<file path="src/rtl/accum_dump_ctrl_pkg.sv">
// Shared widths, FSM state type and helpers for the accumulator dump path.
// Every module in this slice imports this package.
package accum_dump_ctrl_pkg;

  localparam int AXIS_DATA_W      = 512;
  localparam int ENTRY_W          = 64;
  localparam int ENTRIES_PER_BEAT = 8;
  localparam int BEAT_BYTES       = 64;
  localparam int XFER_MAX_BYTES   = 256;
  localparam int LANE_W           = $clog2(ENTRIES_PER_BEAT);

  typedef enum logic [2:0] {
    ST_IDLE,
    ST_SETUP,
    ST_START,
    ST_FILL,
    ST_SEND,
    ST_WAIT_DONE
  } dump_state_t;

  function automatic logic [31:0] min_u32(input logic [31:0] a, input logic [31:0] b);
    return (a < b) ? a : b;
  endfunction

endpackage

</file>
<file path="src/rtl/accum_dump_ctrl_if.sv">
// Write-master facing bundle: transaction control plus the AXI-Stream data beat.
// The dump controller uses the master modport, the write master the slave modport.
interface accum_dump_ctrl_if;
  import accum_dump_ctrl_pkg::*;

  logic                   ctrl_start;
  logic                   ctrl_done;
  logic [63:0]            ctrl_addr_offset;
  logic [63:0]            ctrl_xfer_size_in_bytes;
  logic                   m_axis_tvalid;
  logic                   m_axis_tready;
  logic [AXIS_DATA_W-1:0] m_axis_tdata;
  logic                   m_axis_tlast;

  modport master (
    output ctrl_start, ctrl_addr_offset, ctrl_xfer_size_in_bytes,
    output m_axis_tvalid, m_axis_tdata, m_axis_tlast,
    input  ctrl_done, m_axis_tready
  );

  modport slave (
    input  ctrl_start, ctrl_addr_offset, ctrl_xfer_size_in_bytes,
    input  m_axis_tvalid, m_axis_tdata, m_axis_tlast,
    output ctrl_done, m_axis_tready
  );

endinterface

</file>
<file path="src/rtl/accum_dump_ctrl_beat_packer.sv">
// 8 x 64-bit lane register filled from accum_array read data, with a valid/lane-tag
// pipe that tracks each read through the RAM's read latency.
module accum_dump_ctrl_beat_packer
  import accum_dump_ctrl_pkg::*;
#(
  parameter int RD_LATENCY = 1
) (
  input  logic                   clk,
  input  logic                   reset,
  input  logic                   rd_en_i,
  input  logic [LANE_W-1:0]      rd_lane_i,
  input  logic [ENTRY_W-1:0]     rd_data_i,
  input  logic                   clear_i,
  output logic [AXIS_DATA_W-1:0] beat_o,
  output logic [LANE_W:0]        fill_cnt_o
);

  logic              vld_q [RD_LATENCY];
  logic [LANE_W-1:0] tag_q [RD_LATENCY];
  logic [ENTRY_W-1:0] lane_q [ENTRIES_PER_BEAT];
  logic [LANE_W:0]    fill_q;
  logic               wr_v;
  logic [LANE_W-1:0]  wr_lane;

  always_ff @(posedge clk) begin
    if (reset) begin
      vld_q[0] <= 1'b0;
      tag_q[0] <= '0;
    end else begin
      vld_q[0] <= rd_en_i;
      tag_q[0] <= rd_lane_i;
    end
  end

  generate
    for (genvar gi = 1; gi < RD_LATENCY; gi++) begin : g_pipe
      always_ff @(posedge clk) begin
        if (reset) begin
          vld_q[gi] <= 1'b0;
          tag_q[gi] <= '0;
        end else begin
          vld_q[gi] <= vld_q[gi-1];
          tag_q[gi] <= tag_q[gi-1];
        end
      end
    end
  endgenerate

  // The last pipe stage lines up with the cycle the RAM presents its data.
  assign wr_v    = vld_q[RD_LATENCY-1];
  assign wr_lane = tag_q[RD_LATENCY-1];

  generate
    for (genvar gi = 0; gi < ENTRIES_PER_BEAT; gi++) begin : g_lane
      always_ff @(posedge clk) begin
        if (reset || clear_i) begin
          lane_q[gi] <= '0;
        end else if (wr_v && (wr_lane == LANE_W'(gi))) begin
          lane_q[gi] <= rd_data_i;
        end
      end
      assign beat_o[gi*ENTRY_W +: ENTRY_W] = lane_q[gi];
    end
  endgenerate

  always_ff @(posedge clk) begin
    if (reset || clear_i) begin
      fill_q <= '0;
    end else if (wr_v) begin
      fill_q <= fill_q + 1'b1;
    end
  end

  assign fill_cnt_o = fill_q;

endmodule

</file>
<file path="src/rtl/accum_dump_ctrl.sv">
// Dumps N 64-bit accumulators from accum_array to the AXI write master, eight per
// 512-bit beat, in write transactions of at most MAX_ENTRIES entries.
module accum_dump_ctrl
  import accum_dump_ctrl_pkg::*;
#(
  parameter int MAX_ENTRIES      = XFER_MAX_BYTES / ENTRY_W * ENTRY_W / 8,
  parameter int ACCUM_RD_LATENCY = 1
) (
  input  logic                clk,
  input  logic                reset,
  input  logic                kick_i,
  output logic                busy_o,
  input  logic [31:0]         num_of_entries_i,
  input  logic [63:0]         memory_offset_i,
  accum_dump_ctrl_if.master   wr_if,
  output logic [31:0]         accum_rd_addr_o,
  output logic                accum_rd_en_o,
  input  logic [ENTRY_W-1:0]  accum_rd_dout_i
);

  dump_state_t state_q;
  logic        busy_q, start_q, tvalid_q, tlast_q, rd_en_q, done_q;
  logic [63:0] addr_q, size_q, offset_q;
  logic [31:0] rd_addr_q, remaining_q, rd_ptr_q, chunk_q, beats_q, beat_idx_q, chunk_left_q;
  logic [LANE_W:0] issued_q, target_q;

  logic [31:0]     chunk_d, beats_d;
  logic [LANE_W:0] target_d, fill_cnt;
  logic            accept_d, last_beat_d;

  assign chunk_d  = min_u32(remaining_q, 32'(MAX_ENTRIES));
  assign beats_d  = (chunk_d + 32'(ENTRIES_PER_BEAT - 1)) >> LANE_W;
  assign target_d = (chunk_left_q >= 32'(ENTRIES_PER_BEAT)) ? (LANE_W+1)'(ENTRIES_PER_BEAT)
                                                            : chunk_left_q[LANE_W:0];
  assign accept_d    = (state_q == ST_SEND) && tvalid_q && wr_if.m_axis_tready;
  assign last_beat_d = ((beat_idx_q + 32'd1) == beats_q);

  // Lane comes from the registered read address, so it is the global entry index mod 8.
  accum_dump_ctrl_beat_packer #(
    .RD_LATENCY(ACCUM_RD_LATENCY)
  ) u_packer (
    .clk       (clk),
    .reset     (reset),
    .rd_en_i   (rd_en_q),
    .rd_lane_i (rd_addr_q[LANE_W-1:0]),
    .rd_data_i (accum_rd_dout_i),
    .clear_i   (accept_d),
    .beat_o    (wr_if.m_axis_tdata),
    .fill_cnt_o(fill_cnt)
  );

  always_ff @(posedge clk) begin
    if (reset) begin
      state_q      <= ST_IDLE;
      busy_q       <= 1'b0;
      start_q      <= 1'b0;
      tvalid_q     <= 1'b0;
      tlast_q      <= 1'b0;
      rd_en_q      <= 1'b0;
      done_q       <= 1'b0;
      addr_q       <= '0;
      size_q       <= '0;
      offset_q     <= '0;
      rd_addr_q    <= '0;
      remaining_q  <= '0;
      rd_ptr_q     <= '0;
      chunk_q      <= '0;
      beats_q      <= '0;
      beat_idx_q   <= '0;
      chunk_left_q <= '0;
      issued_q     <= '0;
      target_q     <= '0;
    end else begin
      case (state_q)
        ST_IDLE: begin
          if (kick_i) begin
            remaining_q <= num_of_entries_i;
            offset_q    <= memory_offset_i;
            rd_ptr_q    <= '0;
            busy_q      <= 1'b1;
            state_q     <= ST_SETUP;
          end
        end
        ST_SETUP: begin
          if (remaining_q == 32'd0) begin
            busy_q  <= 1'b0;
            state_q <= ST_IDLE;
          end else begin
            chunk_q      <= chunk_d;
            chunk_left_q <= chunk_d;
            beats_q      <= beats_d;
            beat_idx_q   <= '0;
            addr_q       <= offset_q;
            size_q       <= 64'(beats_d) * 64'(BEAT_BYTES);
            start_q      <= 1'b1;
            state_q      <= ST_START;
          end
        end
        ST_START: begin
          start_q  <= 1'b0;
          done_q   <= wr_if.ctrl_done;
          issued_q <= '0;
          target_q <= target_d;
          state_q  <= ST_FILL;
        end
        ST_FILL: begin
          if (wr_if.ctrl_done) done_q <= 1'b1;
          if (issued_q != target_q) begin
            rd_en_q      <= 1'b1;
            rd_addr_q    <= rd_ptr_q;
            rd_ptr_q     <= rd_ptr_q + 32'd1;
            issued_q     <= issued_q + 1'b1;
            chunk_left_q <= chunk_left_q - 32'd1;
          end else begin
            rd_en_q <= 1'b0;
            if (fill_cnt == target_q) begin
              tvalid_q <= 1'b1;
              tlast_q  <= last_beat_d;
              state_q  <= ST_SEND;
            end
          end
        end
        ST_SEND: begin
          if (wr_if.ctrl_done) done_q <= 1'b1;
          if (accept_d) begin
            tvalid_q   <= 1'b0;
            tlast_q    <= 1'b0;
            beat_idx_q <= beat_idx_q + 32'd1;
            if (last_beat_d) begin
              state_q <= ST_WAIT_DONE;
            end else begin
              issued_q <= '0;
              target_q <= target_d;
              state_q  <= ST_FILL;
            end
          end
        end
        ST_WAIT_DONE: begin
          if (done_q) begin
            done_q      <= 1'b0;
            offset_q    <= offset_q + size_q;
            remaining_q <= remaining_q - chunk_q;
            state_q     <= ST_SETUP;
          end else if (wr_if.ctrl_done) begin
            done_q <= 1'b1;
          end
        end
        default: state_q <= ST_IDLE;
      endcase
    end
  end

  assign busy_o                        = busy_q;
  assign wr_if.ctrl_start              = start_q;
  assign wr_if.ctrl_addr_offset        = addr_q;
  assign wr_if.ctrl_xfer_size_in_bytes = size_q;
  assign wr_if.m_axis_tvalid           = tvalid_q;
  assign wr_if.m_axis_tlast            = tlast_q;
  assign accum_rd_addr_o               = rd_addr_q;
  assign accum_rd_en_o                 = rd_en_q;

endmodule

</file>
<file path="src/flat_wrapper.sv">
// flat-port wrapper written by rule: the top's interface ports become plain ports
module accum_dump_ctrl_flat import accum_dump_ctrl_pkg::*;
#(
  parameter int MAX_ENTRIES      = XFER_MAX_BYTES / ENTRY_W * ENTRY_W / 8,
  parameter int ACCUM_RD_LATENCY = 1
)
  (clk, reset, kick_i, busy_o, num_of_entries_i, memory_offset_i, accum_rd_addr_o, accum_rd_en_o, accum_rd_dout_i, wr_if_ctrl_start, wr_if_ctrl_addr_offset, wr_if_ctrl_xfer_size_in_bytes, wr_if_m_axis_tvalid, wr_if_m_axis_tdata, wr_if_m_axis_tlast, wr_if_ctrl_done, wr_if_m_axis_tready);
  accum_dump_ctrl_if wr_if_i ();
  input  logic clk;
  input  logic reset;
  input  logic kick_i;
  output logic busy_o;
  input  logic [31:0] num_of_entries_i;
  input  logic [63:0] memory_offset_i;
  output logic [31:0] accum_rd_addr_o;
  output logic accum_rd_en_o;
  input  logic [ENTRY_W-1:0] accum_rd_dout_i;
  output wire logic [$bits(wr_if_i.ctrl_start)-1:0] wr_if_ctrl_start;
  output wire logic [$bits(wr_if_i.ctrl_addr_offset)-1:0] wr_if_ctrl_addr_offset;
  output wire logic [$bits(wr_if_i.ctrl_xfer_size_in_bytes)-1:0] wr_if_ctrl_xfer_size_in_bytes;
  output wire logic [$bits(wr_if_i.m_axis_tvalid)-1:0] wr_if_m_axis_tvalid;
  output wire logic [$bits(wr_if_i.m_axis_tdata)-1:0] wr_if_m_axis_tdata;
  output wire logic [$bits(wr_if_i.m_axis_tlast)-1:0] wr_if_m_axis_tlast;
  input wire logic [$bits(wr_if_i.ctrl_done)-1:0] wr_if_ctrl_done;
  input wire logic [$bits(wr_if_i.m_axis_tready)-1:0] wr_if_m_axis_tready;
  assign wr_if_ctrl_start = wr_if_i.ctrl_start;
  assign wr_if_ctrl_addr_offset = wr_if_i.ctrl_addr_offset;
  assign wr_if_ctrl_xfer_size_in_bytes = wr_if_i.ctrl_xfer_size_in_bytes;
  assign wr_if_m_axis_tvalid = wr_if_i.m_axis_tvalid;
  assign wr_if_m_axis_tdata = wr_if_i.m_axis_tdata;
  assign wr_if_m_axis_tlast = wr_if_i.m_axis_tlast;
  assign wr_if_i.ctrl_done = wr_if_ctrl_done;
  assign wr_if_i.m_axis_tready = wr_if_m_axis_tready;
  accum_dump_ctrl #(.MAX_ENTRIES(MAX_ENTRIES), .ACCUM_RD_LATENCY(ACCUM_RD_LATENCY)) u_core (.clk(clk), .reset(reset), .kick_i(kick_i), .busy_o(busy_o), .num_of_entries_i(num_of_entries_i), .memory_offset_i(memory_offset_i), .wr_if(wr_if_i), .accum_rd_addr_o(accum_rd_addr_o), .accum_rd_en_o(accum_rd_en_o), .accum_rd_dout_i(accum_rd_dout_i));
endmodule
</file>
<file path="config.mk">
export PLATFORM = sky130hd
export DESIGN_NAME = accum_dump_ctrl_flat
export DESIGN_NICKNAME = d
export VERILOG_FILES = /design/src/rtl/accum_dump_ctrl_pkg.sv /design/src/rtl/accum_dump_ctrl_if.sv /design/src/rtl/accum_dump_ctrl_beat_packer.sv /design/src/rtl/accum_dump_ctrl.sv /design/src/flat_wrapper.sv
export SDC_FILE = /design/constraint.sdc
export NUM_CORES = 2
export LEC_CHECK = 0
export CORE_AREA = 2 2 331 333
export DETAILED_ROUTE_END_ITERATION = 6
export DIE_AREA = 0 0 333 335
export PLACE_DENSITY = 0.62
export SYNTH_ARGS = -nofsm -noshare
export SYNTH_HDL_FRONTEND = slang
export SYNTH_HIERARCHICAL = 1
export SYNTH_SLANG_ARGS = --single-unit
</file>
<file path="constraint.sdc">
create_clock -name clk -period 11.14 [get_ports clk]
set_input_delay 1.671 -clock clk [delete_from_list [all_inputs] [get_ports clk]]
set_output_delay 1.671 -clock clk [all_outputs]
set_load 0.02 [all_outputs]
</file>
==> key figures <==
CTS
  – H-tree depth: 3
  – Clock slew at reported path FFs: 0.06 ns
  – Hold-fix buffers at CTS: 0
  – Root Buffer: clkbuf_16
  – Clock sinks: 886
  – Post-CTS setup buffer count: 0
  – CTS tree: built
  – Post_cts resized: 0
  – CTS max path bufs: 3
  – Worst skew pair latency: 0.69 ns
  – CTS Buf Count: 96

STA
  – Fmax: 191 MHz
  – Slew Viols, Final: 0
  – Slew HR: 17.0%
  – Setup Viol. Count Final: 0
  – Fin Hold WS: 0.438 ns
  – Final worst-path cycle share: 46.9%
  – Clock skew: 0.0313 ns
  – Worst Max-Slew Pin Slew: 1.24 ns
  – Crit path time final: 5.23 ns
  – Setup tns final: 0 ns
  – Final hold violations: 0
  – Unrepaired setup endpoints after global routing: false

Global routing
  – Vias in the first global route: 30,342
  – Total congestion overflow: 0
  – Pin count of the biggest net entering global routing: 202
  – Initial antenna violation count: 9
  – Gr usage total: 25.2%
  – First-pass GRT wire length: 210 mm

Drt
  – Vias: 32,690
  – Via density: 5.49
  – Drt wl/cell: 24.6 microns
  – Drt pass-1 iters: 5
  – DR DRC count: 0
  – Final wirelength: 146 mm
  – ANT nets after route: 0
  – Number of DRC markers in iteration 0: 2,788

Flow run
  – Max_cap viols: 0

Floorplan
  – Core area: 108,000 sq um
  – Initial core utilization: 36.8%
  – I/O Pins: 842
  – Die H: 335 microns
  – Die X-Extent: 333 microns
  – Std cell rows: 121
  – Die area: 112,000 sq um

Place
  – # port buffers: 806
  – Routability congestion estimate: 0.873
  – Post-DP HPWL: 102 mm

Power
  – Pwr Density: 176 nW/um^2
  – Tot Pwr: 9.15 mW
  – LEAKAGE: 17.8 nW
  – Peak VDD IR: 0.116 mV

Worst setup path
  – Reg2reg setup slack: 6.19 ns
  – Worst r2r path cells: 9
  – Required time of the critical path: 11.55 ns
  – CP Launch Type: primary input
  – Reg-to-reg startpoint: u_core/state_q[1]
  – Reg2reg end: u_core/u_packer/lane_q[0][155]
  – Arrival time worst endpoint: 5.63 ns
  – Element type at the critical path end: register
  – Setup CP Type: primary input to register
  – Highest net fanout along the worst path: 65

Hold path
  – Worst hold path depth: 2
  – HP Start: u_core/chunk_q[8]
  – Hold EP: u_core/chunk_q[8]
  – HP Class: register to register

Logic synthesis
  – Syn Std Cell Area: 39,800 sq um
  – Synth unique cells: 90
  – Avg Inst Size Synth: 10.5 sq um
  – Synth Register Bits: 886
  – EDFF count, synth: 512
  – Synth Instances: 3,781
  – Post-synthesis sequential area ratio: 57.4%
  – Post-synth ARST share: 0%
  – YS warnings: 6
  – Main flop type after synthesis: edfxtp_1

Finish
  – Nets: 4,692
  – Commonest non-fill, non-tap cell in the layout: clkdlybuf4s50_1
  – Layout cells sized above 1: 10.8%
  – Area Growth Syn to Fin: 30.2%
  – Commonest cells after routing, fill and taps aside: 805 x clkdlybuf4s50_1, 512 x edfxtp_1, 415 x nand2_1
  – Fillcell total: 9,955

Run status
  – Outcome: finished clean
[per-layer routing]
layer | vias up | wire (microns) | track usage [%]
met4 | 10 | 5460 | 9.67
met5 | - | 66 | 0
met1 | 16091 | 59500 | 32.4
met3 | 260 | 11100 | 5.19
li1 | 14946 | - | -
met2 | 1383 | 70200 | 41.7
[registers in the layout, indices dropped and copies added (netlist names), 3 cells and up]
name	count
u_core/chunk_q	32
u_core/target_q	4
u_core/remaining_q	32
u_core/u_packer/tag_q	3
u_core/beat_idx_q	32
u_core/wr_if.ctrl_addr_offset	64
u_core/beats_q	29
u_core/state_q	3
u_core/u_packer/fill_cnt_o	4
u_core/chunk_left_q	32
u_core/issued_q	4
u_core/offset_q	64
u_core/u_packer/lane_q	512
u_core/accum_rd_addr_o	32
u_core/rd_ptr_q	32
[area by class of cell]
type / count / area [sq um] / share of cell area (%)
flip-flops and latches: 886 / 22900 / 44.1
multi-input cells: 2505 / 15300 / 29.6
repair buffers: 853 / 8440 / 16.3
clock buffers: 129 / 2600 / 5.00
well taps: 1414 / 1770 / 3.41
inverters: 117 / 439 / 0.847
clock inverters: 47 / 430 / 0.830
diodes: 3 / 7.51 / 0.0145
[cell families after synthesis]
family                   after synthesis  synth area share, %
multiplexers                          11                0.286
AND/OR/NAND/NOR                     1597                 22.3
XOR/XNOR                             123                 2.74
AO/OA/AOI/OAI                        671                 10.2
adder cells (fa/ha/maj)               68                 2.17
buffers and inverters                424                 4.91
flip-flops                           886                 57.4
other                                  1              0.00942
[stage by stage]
stage	util, %	cell area [sq um]	worst slack [ns]	cells
after floorplan	-	40000	5.13	3815
after global placement	45.2	48800	5.15	5775
after detailed placement	45.2	48800	5.17	5775
after CTS	48.0	51900	5.91	5951
after global routing	48.0	51900	5.66	5952
final	48.0	51900	5.91	5954
[Yosys cell counts (5+ instances only)]
| cell | number | area share, % |
|---|---|---|
| nand4_1 | 30 | 0.47 |
| buf_1 | 28 | 0.26 |
| nand3_1 | 83 | 1.0 |
| o21a_1 | 9 | 0.17 |
| a22oi_1 | 11 | 0.21 |
| nand3b_1 | 9 | 0.17 |
| and3_1 | 63 | 0.99 |
| a21oi_1 | 293 | 3.7 |
| nor2b_1 | 17 | 0.27 |
| a211o_1 | 5 | 0.11 |
| edfxtp_1 | 512 | 39 |
| nor4_1 | 35 | 0.55 |
| a311oi_1 | 34 | 0.75 |
| nand2_1 | 417 | 3.9 |
| or2_2 | 10 | 0.16 |
| o31a_1 | 5 | 0.11 |
| buf_4 | 36 | 0.68 |
| nor2_1 | 257 | 2.4 |
| o21bai_1 | 7 | 0.13 |
| nor3b_1 | 6 | 0.11 |
| inv_1 | 52 | 0.49 |
| a21o_1 | 30 | 0.57 |
| and2_1 | 19 | 0.30 |
| mux2i_1 | 8 | 0.20 |
| clkinv_1 | 65 | 0.61 |
| nor3_2 | 245 | 6.2 |
| a31oi_1 | 37 | 0.58 |
| xnor2_1 | 58 | 1.3 |
| buf_2 | 21 | 0.26 |
| nand2b_1 | 23 | 0.36 |
| o31ai_1 | 10 | 0.19 |
| nor3_1 | 326 | 4.1 |
| a211oi_1 | 28 | 0.53 |
| ha_1 | 66 | 2.1 |
| a31o_2 | 6 | 0.13 |
| dfxtp_1 | 374 | 19 |
| clkbuf_1 | 194 | 1.8 |
| buf_6 | 27 | 0.76 |
| or3_1 | 14 | 0.22 |
| o21ai_0 | 140 | 1.8 |
| and4_1 | 18 | 0.40 |
| or4_1 | 6 | 0.11 |
| xor2_1 | 64 | 1.4 |
[critical path: stages]
cell and delay (ns):
clkdlybuf4s50_1 0.50, nand3_2 0.08, buf_4 0.31, inv_1 0.79
or4b_4 0.32, buf_4 0.80, buf_4 0.95, nor3_2 0.08
[power breakdown]
group	leakage, nW	total (mW)	switching, mW	internal [mW]
registers	8.32	3.89	0.199	3.69
logic	7.96	2.14	1.38	0.760
clock network	1.48	3.12	1.38	1.74
total	17.8	9.15	2.95	6.19
[how the worst max path moves through the flow]
| stage | endpoint | slack, ns | from | depth (start not counted) |
|---|---|---|---|---|
| after detailed placement | u_core/u_packer/lane_q[0][155] | 5.17 | wr_if_m_axis_tready | 8 |
| after global placement | u_core/u_packer/lane_q[0][35] | 5.15 | wr_if_m_axis_tready | 8 |
| after CTS | u_core/u_packer/lane_q[0][139] | 5.91 | wr_if_m_axis_tready | 8 |
| after floorplan | u_core/u_packer/lane_q[0][0] | 5.13 | u_core/u_packer/tag_q[0][1] | 4 |
| final | u_core/u_packer/lane_q[0][155] | 5.91 | wr_if_m_axis_tready | 8 |
| after global routing | u_core/u_packer/lane_q[0][36] | 5.66 | wr_if_m_axis_tready | 8 |
No activity file was read; power rests on OpenSTA's default activity.
